**src/rtl/fft_write_ram_if.sv**
```systemverilog
// Sample stream in, SRAM write port and frame status out of fft_write_ram.
// slave modport is the writer; master is the producer/controller side.
interface fft_write_ram_if #(
   parameter int DWIDTH = 32,
   parameter int AWIDTH = 5,
   parameter int SWIDTH = 16
);
   logic              start_in;
   logic              s_valid_in;
   logic              s_ready_out;
   logic [SWIDTH-1:0] s_re_in;
   logic [SWIDTH-1:0] s_im_in;
   logic              s_last_in;
   logic              mem_en_out;
   logic              mem_we_out;
   logic [AWIDTH-1:0] mem_addr_out;
   logic [DWIDTH-1:0] mem_d_out;
   logic              busy_out;
   logic              done_out;
   logic              err_out;

   modport slave (
      input  start_in, s_valid_in, s_re_in, s_im_in, s_last_in,
      output s_ready_out, mem_en_out, mem_we_out, mem_addr_out, mem_d_out,
             busy_out, done_out, err_out
   );

   modport master (
      output start_in, s_valid_in, s_re_in, s_im_in, s_last_in,
      input  s_ready_out, mem_en_out, mem_we_out, mem_addr_out, mem_d_out,
             busy_out, done_out, err_out
   );
endinterface

```
**src/rtl/fft_write_ram.sv**
```systemverilog
// Packs one FFT frame of {im,re} samples into dual_sram writes; BITREV_ADDR_EN loads in bit-reversed order.
// Write strobe 1 cycle after accept; ready only while a frame is open, dropped after the final accept.
module fft_write_ram #(
   parameter int DWIDTH = 32,
   parameter int AWIDTH = 5,
   parameter int SWIDTH = 16
) (
   input  logic          clk_in,
   input  logic          rst_n_in,
   fft_write_ram_if.slave s
);
   typedef enum logic [1:0] {IDLE, WRITE, DONE} state_t;

   state_t            state;
   logic [AWIDTH-1:0] count;
   logic              ready_q;
   logic              en_q;
   logic [AWIDTH-1:0] addr_q;
   logic [DWIDTH-1:0] d_q;
   logic              busy_q;
   logic              done_q;
   logic              err_q;

   logic accept;
   logic full;
   logic frame_end;

   function automatic logic [AWIDTH-1:0] wr_addr(input logic [AWIDTH-1:0] c);
      logic [AWIDTH-1:0] r;
`ifdef BITREV_ADDR_EN
      for (int i = 0; i < AWIDTH; i++) r[i] = c[AWIDTH-1-i];
`else
      r = c;
`endif
      return r;
   endfunction

   assign accept    = s.s_valid_in & ready_q;
   assign full      = &count;
   assign frame_end = accept & (s.s_last_in | full);

   always_ff @(posedge clk_in) begin
      if (!rst_n_in) begin
         state   <= IDLE;
         count   <= '0;
         ready_q <= 1'b0;
         en_q    <= 1'b0;
         addr_q  <= '0;
         d_q     <= '0;
         busy_q  <= 1'b0;
         done_q  <= 1'b0;
         err_q   <= 1'b0;
      end else begin
         en_q   <= accept;
         done_q <= 1'b0;
         if (accept) begin
            addr_q <= wr_addr(count);
            d_q    <= {s.s_im_in, s.s_re_in};
         end
         case (state)
            IDLE: begin
               if (s.start_in) begin
                  state   <= WRITE;
                  count   <= '0;
                  err_q   <= 1'b0;
                  ready_q <= 1'b1;
                  busy_q  <= 1'b1;
               end
            end
            WRITE: begin
               if (accept) count <= count + 1'b1;
               if (frame_end) begin
                  state   <= DONE;
                  ready_q <= 1'b0;
                  busy_q  <= 1'b0;
                  done_q  <= 1'b1;
                  // early last, or a full frame without last, are both framing errors
                  if (s.s_last_in != full) err_q <= 1'b1;
               end
            end
            DONE:    state <= IDLE;
            default: state <= IDLE;
         endcase
      end
   end

   // Holding reset during the strobe cycle keeps the pending beat out of the RAM.
   assign s.mem_en_out   = en_q & rst_n_in;
   assign s.mem_we_out   = en_q & rst_n_in;
   assign s.mem_addr_out = addr_q;
   assign s.mem_d_out    = d_q;
   assign s.s_ready_out  = ready_q;
   assign s.busy_out     = busy_q;
   assign s.done_out     = done_q;
   assign s.err_out      = err_q;
endmodule

```
**src/flat_wrapper.sv**
```systemverilog
// flat-port wrapper written by rule: the top's interface ports become plain ports
module fft_write_ram_flat 
#(
   parameter int DWIDTH = 32,
   parameter int AWIDTH = 5,
   parameter int SWIDTH = 16
)
  (clk_in, rst_n_in, s_start_in, s_s_valid_in, s_s_re_in, s_s_im_in, s_s_last_in, s_s_ready_out, s_mem_en_out, s_mem_we_out, s_mem_addr_out, s_mem_d_out, s_busy_out, s_done_out, s_err_out);
  fft_write_ram_if #(.DWIDTH(DWIDTH), .AWIDTH(AWIDTH), .SWIDTH(SWIDTH)) s_i ();
  input  logic clk_in;
  input  logic rst_n_in;
  input wire logic [$bits(s_i.start_in)-1:0] s_start_in;
  input wire logic [$bits(s_i.s_valid_in)-1:0] s_s_valid_in;
  input wire logic [$bits(s_i.s_re_in)-1:0] s_s_re_in;
  input wire logic [$bits(s_i.s_im_in)-1:0] s_s_im_in;
  input wire logic [$bits(s_i.s_last_in)-1:0] s_s_last_in;
  output wire logic [$bits(s_i.s_ready_out)-1:0] s_s_ready_out;
  output wire logic [$bits(s_i.mem_en_out)-1:0] s_mem_en_out;
  output wire logic [$bits(s_i.mem_we_out)-1:0] s_mem_we_out;
  output wire logic [$bits(s_i.mem_addr_out)-1:0] s_mem_addr_out;
  output wire logic [$bits(s_i.mem_d_out)-1:0] s_mem_d_out;
  output wire logic [$bits(s_i.busy_out)-1:0] s_busy_out;
  output wire logic [$bits(s_i.done_out)-1:0] s_done_out;
  output wire logic [$bits(s_i.err_out)-1:0] s_err_out;
  assign s_i.start_in = s_start_in;
  assign s_i.s_valid_in = s_s_valid_in;
  assign s_i.s_re_in = s_s_re_in;
  assign s_i.s_im_in = s_s_im_in;
  assign s_i.s_last_in = s_s_last_in;
  assign s_s_ready_out = s_i.s_ready_out;
  assign s_mem_en_out = s_i.mem_en_out;
  assign s_mem_we_out = s_i.mem_we_out;
  assign s_mem_addr_out = s_i.mem_addr_out;
  assign s_mem_d_out = s_i.mem_d_out;
  assign s_busy_out = s_i.busy_out;
  assign s_done_out = s_i.done_out;
  assign s_err_out = s_i.err_out;
  fft_write_ram #(.DWIDTH(DWIDTH), .AWIDTH(AWIDTH), .SWIDTH(SWIDTH)) u_core (.clk_in(clk_in), .rst_n_in(rst_n_in), .s(s_i));
endmodule
```
**config.mk**
```make
export PLATFORM = sky130hd
export DESIGN_NAME = fft_write_ram_flat
export DESIGN_NICKNAME = d
export VERILOG_FILES = /design/src/rtl/fft_write_ram_if.sv /design/src/rtl/fft_write_ram.sv /design/src/flat_wrapper.sv
export SDC_FILE = /design/constraint.sdc
export NUM_CORES = 1
export LEC_CHECK = 0
export CORE_UTILIZATION = 37
export DETAILED_ROUTE_END_ITERATION = 8
export HOLD_SLACK_MARGIN = 0.12
export PLACE_DENSITY = 0.74
export SYNTH_ARGS = -nofsm -noshare
export SYNTH_HDL_FRONTEND = slang
export SYNTH_SLANG_ARGS = --single-unit
```
**constraint.sdc**
```tcl
create_clock -name clk_in -period 1.6 [get_ports clk_in]
set_input_delay 0.48 -clock clk_in [delete_from_list [all_inputs] [get_ports clk_in]]
set_output_delay 0.48 -clock clk_in [all_outputs]
set_load 0.02 [all_outputs]
```
==> impl_metrics.tcl, run 1 <==
set metrics [dict create \
    path_max_fanout 2 \
    crit_required_ns 1.79 \
    dp_slack_ns -0.6286 \
    leakage_uw 0.001214 \
    fin_crit_ns 1.521 \
    worst_slew_pin_slew_ns 0.4014 \
    max_freq_mhz 657.4 \
    async_flop_share_pct 0 \
    clock-root-buffer "clkbuf_8" \
    arrival_ns 1.71 \
    initial_core_util_pct 39.17 \
    yosys_warnings 0 \
    postCtsHoldBufs 0 \
    status "finished clean" \
    route.met3.wl_um 248 \
    gp_congestion 0.7475 \
    dr.pass1.iters 4 \
    clk_pin_slew_worst_paths_ns 0.08 \
    period_share_pct 95.07 \
    boundaryPins 80 \
    dpl_cell_area_um2 2794 \
    die_w_um 73.41 \
    end_kind "register" \
    grt_pass1_wl_um 7044 \
    clock_path_buffers 2 \
    die_area_um2 5389 \
    areaGrowthSynthToFinish_pct 49.87 \
    antenna_found_initial 0 \
    setup_violations 0 \
    synth_edf_count 0 \
    n_antenna_cell 0 \
    grt_max_degree 49 \
    ys.flop_type "dfxtp_1" \
    ys_types 29 \
    yosysTopAreaCell "dfxtp_1" \
    cp_slowest_stage_delay_ns 0.33 \
    grt_pass1_vias 1657 \
    crit_family "adder cells" \
    std_cell_rows 25 \
    min_path_type "register to register" \
    cts_buffers 5 \
    vias_per_cell 4.652 \
    nNetsFinal 338 \
    routed_wl_um 4219 \
    cts_tree "built" \
    maxCapViolCount 0 \
    crit_top_cell "ha_1" \
    clock-sinks 48 \
    top_layer_used "met4" \
    hold_ws_ns 0.4596 \
    drt-met1-wl_um 1858 \
    start_kind "register" \
    place_hpwl_um 2918 \
    drive_gt1_share_pct 8.054 \
    p_per_area_nw_per_um2 788.4 \
    synth-seq-area-share_pct 50.93 \
    wire_per_inst_um 11.56 \
    reg2reg_slack_ns 0.08 \
    power_uw 2229 \
    port_buffers 79 \
    synth_area_um2 1887 \
    stdcell_area_um2 2828 \
    syn-mean-instance-area_um2 8.655 \
    ir_worst_vdd_mv 0.3948 \
    final.setup.worst_slack_ns 0.07891 \
    final.setup_skew_ns 0.001457 \
    worstPathCellList "ha_1 > and3_1 > ha_1 > inv_1 > ha_2 > a32o_1" \
    drt_iter0_markers 76 \
    fp.dieH_um 73.41 \
    insertion_delay_ns 0.29 \
    synth_nets 258 \
    crit_path_top_delay_cell "dfxtp_1" \
    htree_levels 2 \
    ys_ff_latch 48 \
    drcViolationCount 0 \
    max_slew_margin_pct 73.24 \
    yosysTopAreaCellShare_pct 50.93 \
    crit_type "register to register" \
    synthTopCellsByCount "nand2_1, dfxtp_1, a21boi_0" \
    num_vias 1698 \
    core_um2 4817 \
    syn_inst 218 \
    route.met2.wl_um 2053 \
    path_buf_inv 1 \
    rsz0062_at_grt "no" \
    grt_overflow 0 \
    synth_area_leaders "dfxtp_1, a21boi_0, nand2_1, ha_1, clkbuf_1" \
    finalHoldViolations 0 \
    slew_violations 0 \
    ant_nets 0 \
    track_usage_pct 16.81 \
    yosysMostFrequentCell "nand2_1" \
]
[cell type report]
class / count / area (um^2)
fill: 462 / 1989
sequential: 48 / 960.9
timing repair buffer: 89 / 852.1
multi-input combinational: 151 / 842.1
tap: 67 / 83.83
clock buffer: 6 / 72.57
inverter: 3 / 11.26
clock inverter: 1 / 5.005
[routing by layer]
layer,GRT usage [%],vias to the layer above
met5,0,-
met4,6.624,0
met3,5.350,6
met2,29.53,50
met1,18.88,774
li1,-,868
[power breakdown]
| group | switching, uW | total (uW) | internal, uW |
|---|---|---|---|
| logic | 152 | 325 | 173 |
| registers | 16.8 | 1250 | 1230 |
| clock network | 360 | 658 | 297 |
| total | 529 | 2230 | 1700 |
[worst reg2reg max path, cell delays in order (launching register included)]
cell and delay [ns]:
dfxtp_1 0.33, ha_1 0.20, and3_1 0.18, ha_1 0.19, inv_1 0.06, ha_2 0.26, a32o_1 0.20
[flip-flops by register name, indices dropped and copies added (netlist names)]
register	count
u_core.s.mem_d_out	32
u_core.count	5
u_core.s.mem_addr_out	5
u_core.state	2
u_core.en_q	1
u_core.s.busy_out	1
u_core.s.done_out	1
u_core.s.err_out	1
[kinds of logic (layout without fill, tap and decap cells)]
logic type	Yosys count	count (layout)	share of synthesized area, %
fa+ha+maj	3	3	1.990
flops	48	48	50.93
xor+xnor	1	1	0.4643
buf+inv	19	99	4.907
compound gates	49	49	18.83
simple gates	97	97	22.35
mux	1	1	0.5305
[cell usage in the layout (no fill, tap or decap), types with 2 or more instances in the layout]
master,n
clkdlybuf4s50_1,34
nand3_1,4
ha_1,2
nand2_1,78
a21boi_0,39
inv_1,3
o21ai_0,4
dlygate4sd2_1,42
and3_1,2
nor2_1,2
and2b_1,2
buf_4,8
a21oi_1,3
clkbuf_8,5
dfxtp_1,48
buf_12,3
[stage by stage]
| stage | TNS (ns) | std cells | utilization, % |
|---|---|---|---|
| finish | 0 | 365 | 58.70 |
| global route | 0 | 365 | 58.70 |
| CTS | 0 | 365 | 58.57 |
| detailed placement | -9.854 | 358 | 58.00 |
| global placement | -8.865 | 358 | 58.00 |
| floorplan | 0 | 218 | - |
[final timing paths]
path                                                           from                                  end  cells after the start
worst max register to register         u_core.count[0]$_SDFFE_PN0P_        u_core.s.err_out$_SDFFE_PN0P_                      6
worst min register to register  u_core.s.mem_d_out[29]$_SDFFE_PN0P_  u_core.s.mem_d_out[29]$_SDFFE_PN0P_                      2
worst max-delay path                   u_core.count[0]$_SDFFE_PN0P_        u_core.s.err_out$_SDFFE_PN0P_                      6
worst min-delay path            u_core.s.mem_d_out[29]$_SDFFE_PN0P_  u_core.s.mem_d_out[29]$_SDFFE_PN0P_                      2
[timing repair]
| action | 4_1_cts | 5_1_grt |
|---|---|---|
| endpoints found under the setup margin | 45 | 5 |
| cloned | 0 | 0 |
| gates resized for setup | 55 | 3 |
| setup buffers | 0 | 0 |
Note: power is estimated with default switching activity, not from simulation.
==> run 2: changes to the inputs <==
--- a/config.mk
+++ b/config.mk
@@ -5,10 +5,12 @@
 export SDC_FILE = /design/constraint.sdc
 export NUM_CORES = 1
 export LEC_CHECK = 0
+export CORE_MARGIN = 2
 export CORE_UTILIZATION = 37
 export DETAILED_ROUTE_END_ITERATION = 8
 export HOLD_SLACK_MARGIN = 0.12
 export PLACE_DENSITY = 0.74
+export SKIP_CTS_REPAIR_TIMING = 1
 export SYNTH_ARGS = -nofsm -noshare
 export SYNTH_HDL_FRONTEND = slang
 export SYNTH_SLANG_ARGS = --single-unit
==> run 2 against run 1 <==
Sequential share of layout area decreased by 2.2 points. Critical path type unchanged. Routed wire length increased by 7.8%. Non-clock buffer count increased by 1. Hold slack got worse by 0.0072 ns. Core utilization increased by 4.0 points. Combinational power increased by 7.4%. Power increased by 9.7%. Largest power group unchanged. Global-route usage decreased by 1.6 points.
==> impl_metrics.tcl, run 2 (synthesis results as in run 1) <==
set metrics [dict create \
    htree_levels 2 \
    areaGrowthSynthToFinish_pct 60.08 \
    worst_slew_pin_slew_ns 0.4003 \
    insertion_delay_ns 0.29 \
    power_uw 2445 \
    utilization_pct 62.70 \
    ant_nets 0 \
    path_max_fanout 4 \
    multiInputGateArea_um2 840.8 \
    largest_reg_flops 32 \
    finalHoldViolations 0 \
    initial_core_util_pct 39.17 \
    crit_top_cell "ha_1" \
    grt_max_degree 49 \
    clock-root-buffer "clkbuf_8" \
    cp_slowest_stage_delay_ns 0.33 \
    drcViolationCount 0 \
    layout.cells.most_common_list "nand2_1, dfxtp_1, dlymetal6s2s_1, clkdlybuf4s50_1, a21boi_0" \
    n_antenna_cell 0 \
    leakage_uw 0.001781 \
    boundaryPins 80 \
    maxCapViolCount 0 \
    antenna_found_initial 0 \
    track_usage_pct 15.25 \
    core_um2 4817 \
    nNetsFinal 339 \
    num_vias 1653 \
    status "finished clean" \
    end_kind "register" \
    routed_wl_um 4547 \
    grt_overflow 0 \
    cts_tree "built" \
    n_fill_cell 439 \
    crit_type "register to register" \
    dpl_cell_area_um2 2781 \
    max_freq_mhz 648.2 \
    stdcell_area_um2 3020 \
    worstPathCellList "ha_1 > and3_1 > ha_1 > inv_1 > ha_2 > nor3b_2 > a32o_1" \
    grt_pass1_vias 1523 \
    die_area_um2 5687 \
    drive_gt1_share_pct 8.667 \
    die_w_um 75.41 \
    setup_violations 0 \
    fin_crit_ns 1.543 \
    wire_per_inst_um 12.39 \
    final.setup_skew_ns 0.006185 \
    p_per_area_nw_per_um2 809.6 \
    arrival_ns 1.73 \
    clock_path_buffers 2 \
    grt_pass1_wl_um 6699 \
    min_path_type "register to register" \
    std_cell_rows 25 \
    max_slew_margin_pct 73.31 \
    port_buffers 79 \
    final_common_cell "nand2_1" \
    slew_violations 0 \
    fp.dieH_um 75.41 \
    seq_area_um2 960.9 \
    clk_pin_slew_worst_paths_ns 0.09 \
    crit_required_ns 1.79 \
    dr.pass1.iters 4 \
    vias_per_cell 4.504 \
    start_kind "register" \
    ir_worst_vdd_mv 0.4926 \
    place_hpwl_um 2911 \
    gp_congestion 0.7632 \
    crit_path_top_delay_cell "dfxtp_1" \
    drt_iter0_markers 78 \
    clock-sinks 48 \
    reg2reg_slack_ns 0.06 \
    period_share_pct 96.43 \
    cts_buffers 5 \
]
## run 2: cell types whose count changed in the layout (fill, tap and decap cells not counted), sizes merged
cell	before	now
clkdlybuf4s50	34	35
clkbuf	6	7
bufinv	0	1
dlygate4sd2	42	0
dlymetal6s2s	1	42
## run 2: layer usage
layer | vias up | global-route usage (%) | wire (um)
met2 | 43 | 25.31 | 2193
met3 | 2 | 3.836 | 238
met4 | 0 | 4.678 | 34
li1 | 869 | - | -
met5 | - | 0 | 0
met1 | 739 | 19.59 | 2082
## run 2: area by class of cell
type                    count  area share (%)
repair buffers             90           33.64
flip-flops and latches     48           31.81
multi-input cells         151           27.84
well taps                  67           2.775
clock buffers               6           2.403
clock inverters             2           1.160
inverters                   3          0.3728
## run 2: final timing paths
path | start | endpoint | cells past startpoint
hold reg to reg | u_core.s.mem_d_out[2]$_SDFFE_PN0P_ | u_core.s.mem_d_out[2]$_SDFFE_PN0P_ | 2
setup reg to reg | u_core.count[0]$_SDFFE_PN0P_ | u_core.s.err_out$_SDFFE_PN0P_ | 7
setup / recovery | u_core.count[0]$_SDFFE_PN0P_ | u_core.s.err_out$_SDFFE_PN0P_ | 7
hold / removal | u_core.s.mem_d_out[2]$_SDFFE_PN0P_ | u_core.s.mem_d_out[2]$_SDFFE_PN0P_ | 2
## run 2: power by group
group / switching [uW] / total (uW) / leakage, uW / internal (uW)
clock network: 386 / 850 / 0.0000552 / 464
registers: 16.8 / 1250 / 0.000389 / 1230
logic: 155 / 349 / 0.00134 / 194
total: 558 / 2450 / 0.00178 / 1890
## run 2: critical path: cells and delay by family (launching register included)
| family | cells | cell delay, ns |
|---|---|---|
| AND/OR/NAND/NOR | 2 | 0.24 |
| adder cells (fa/ha/maj) | 3 | 0.61 |
| buffers and inverters | 1 | 0.06 |
| flip-flops | 1 | 0.33 |
| AO/OA/AOI/OAI | 1 | 0.20 |
## run 2: stage by stage
stage	cells	hold slack, ns	setup slack [ns]	TNS (ns)
after floorplan	218	0.4579	0.04581	0
after global placement	358	0.4497	-0.6235	-10.25
after detailed placement	358	0.4555	-0.6401	-11.03
after CTS	366	0.4676	-0.6401	-6.431
after global routing	367	0.4835	-0.009718	-0.009718
final	367	0.4525	0.05719	0
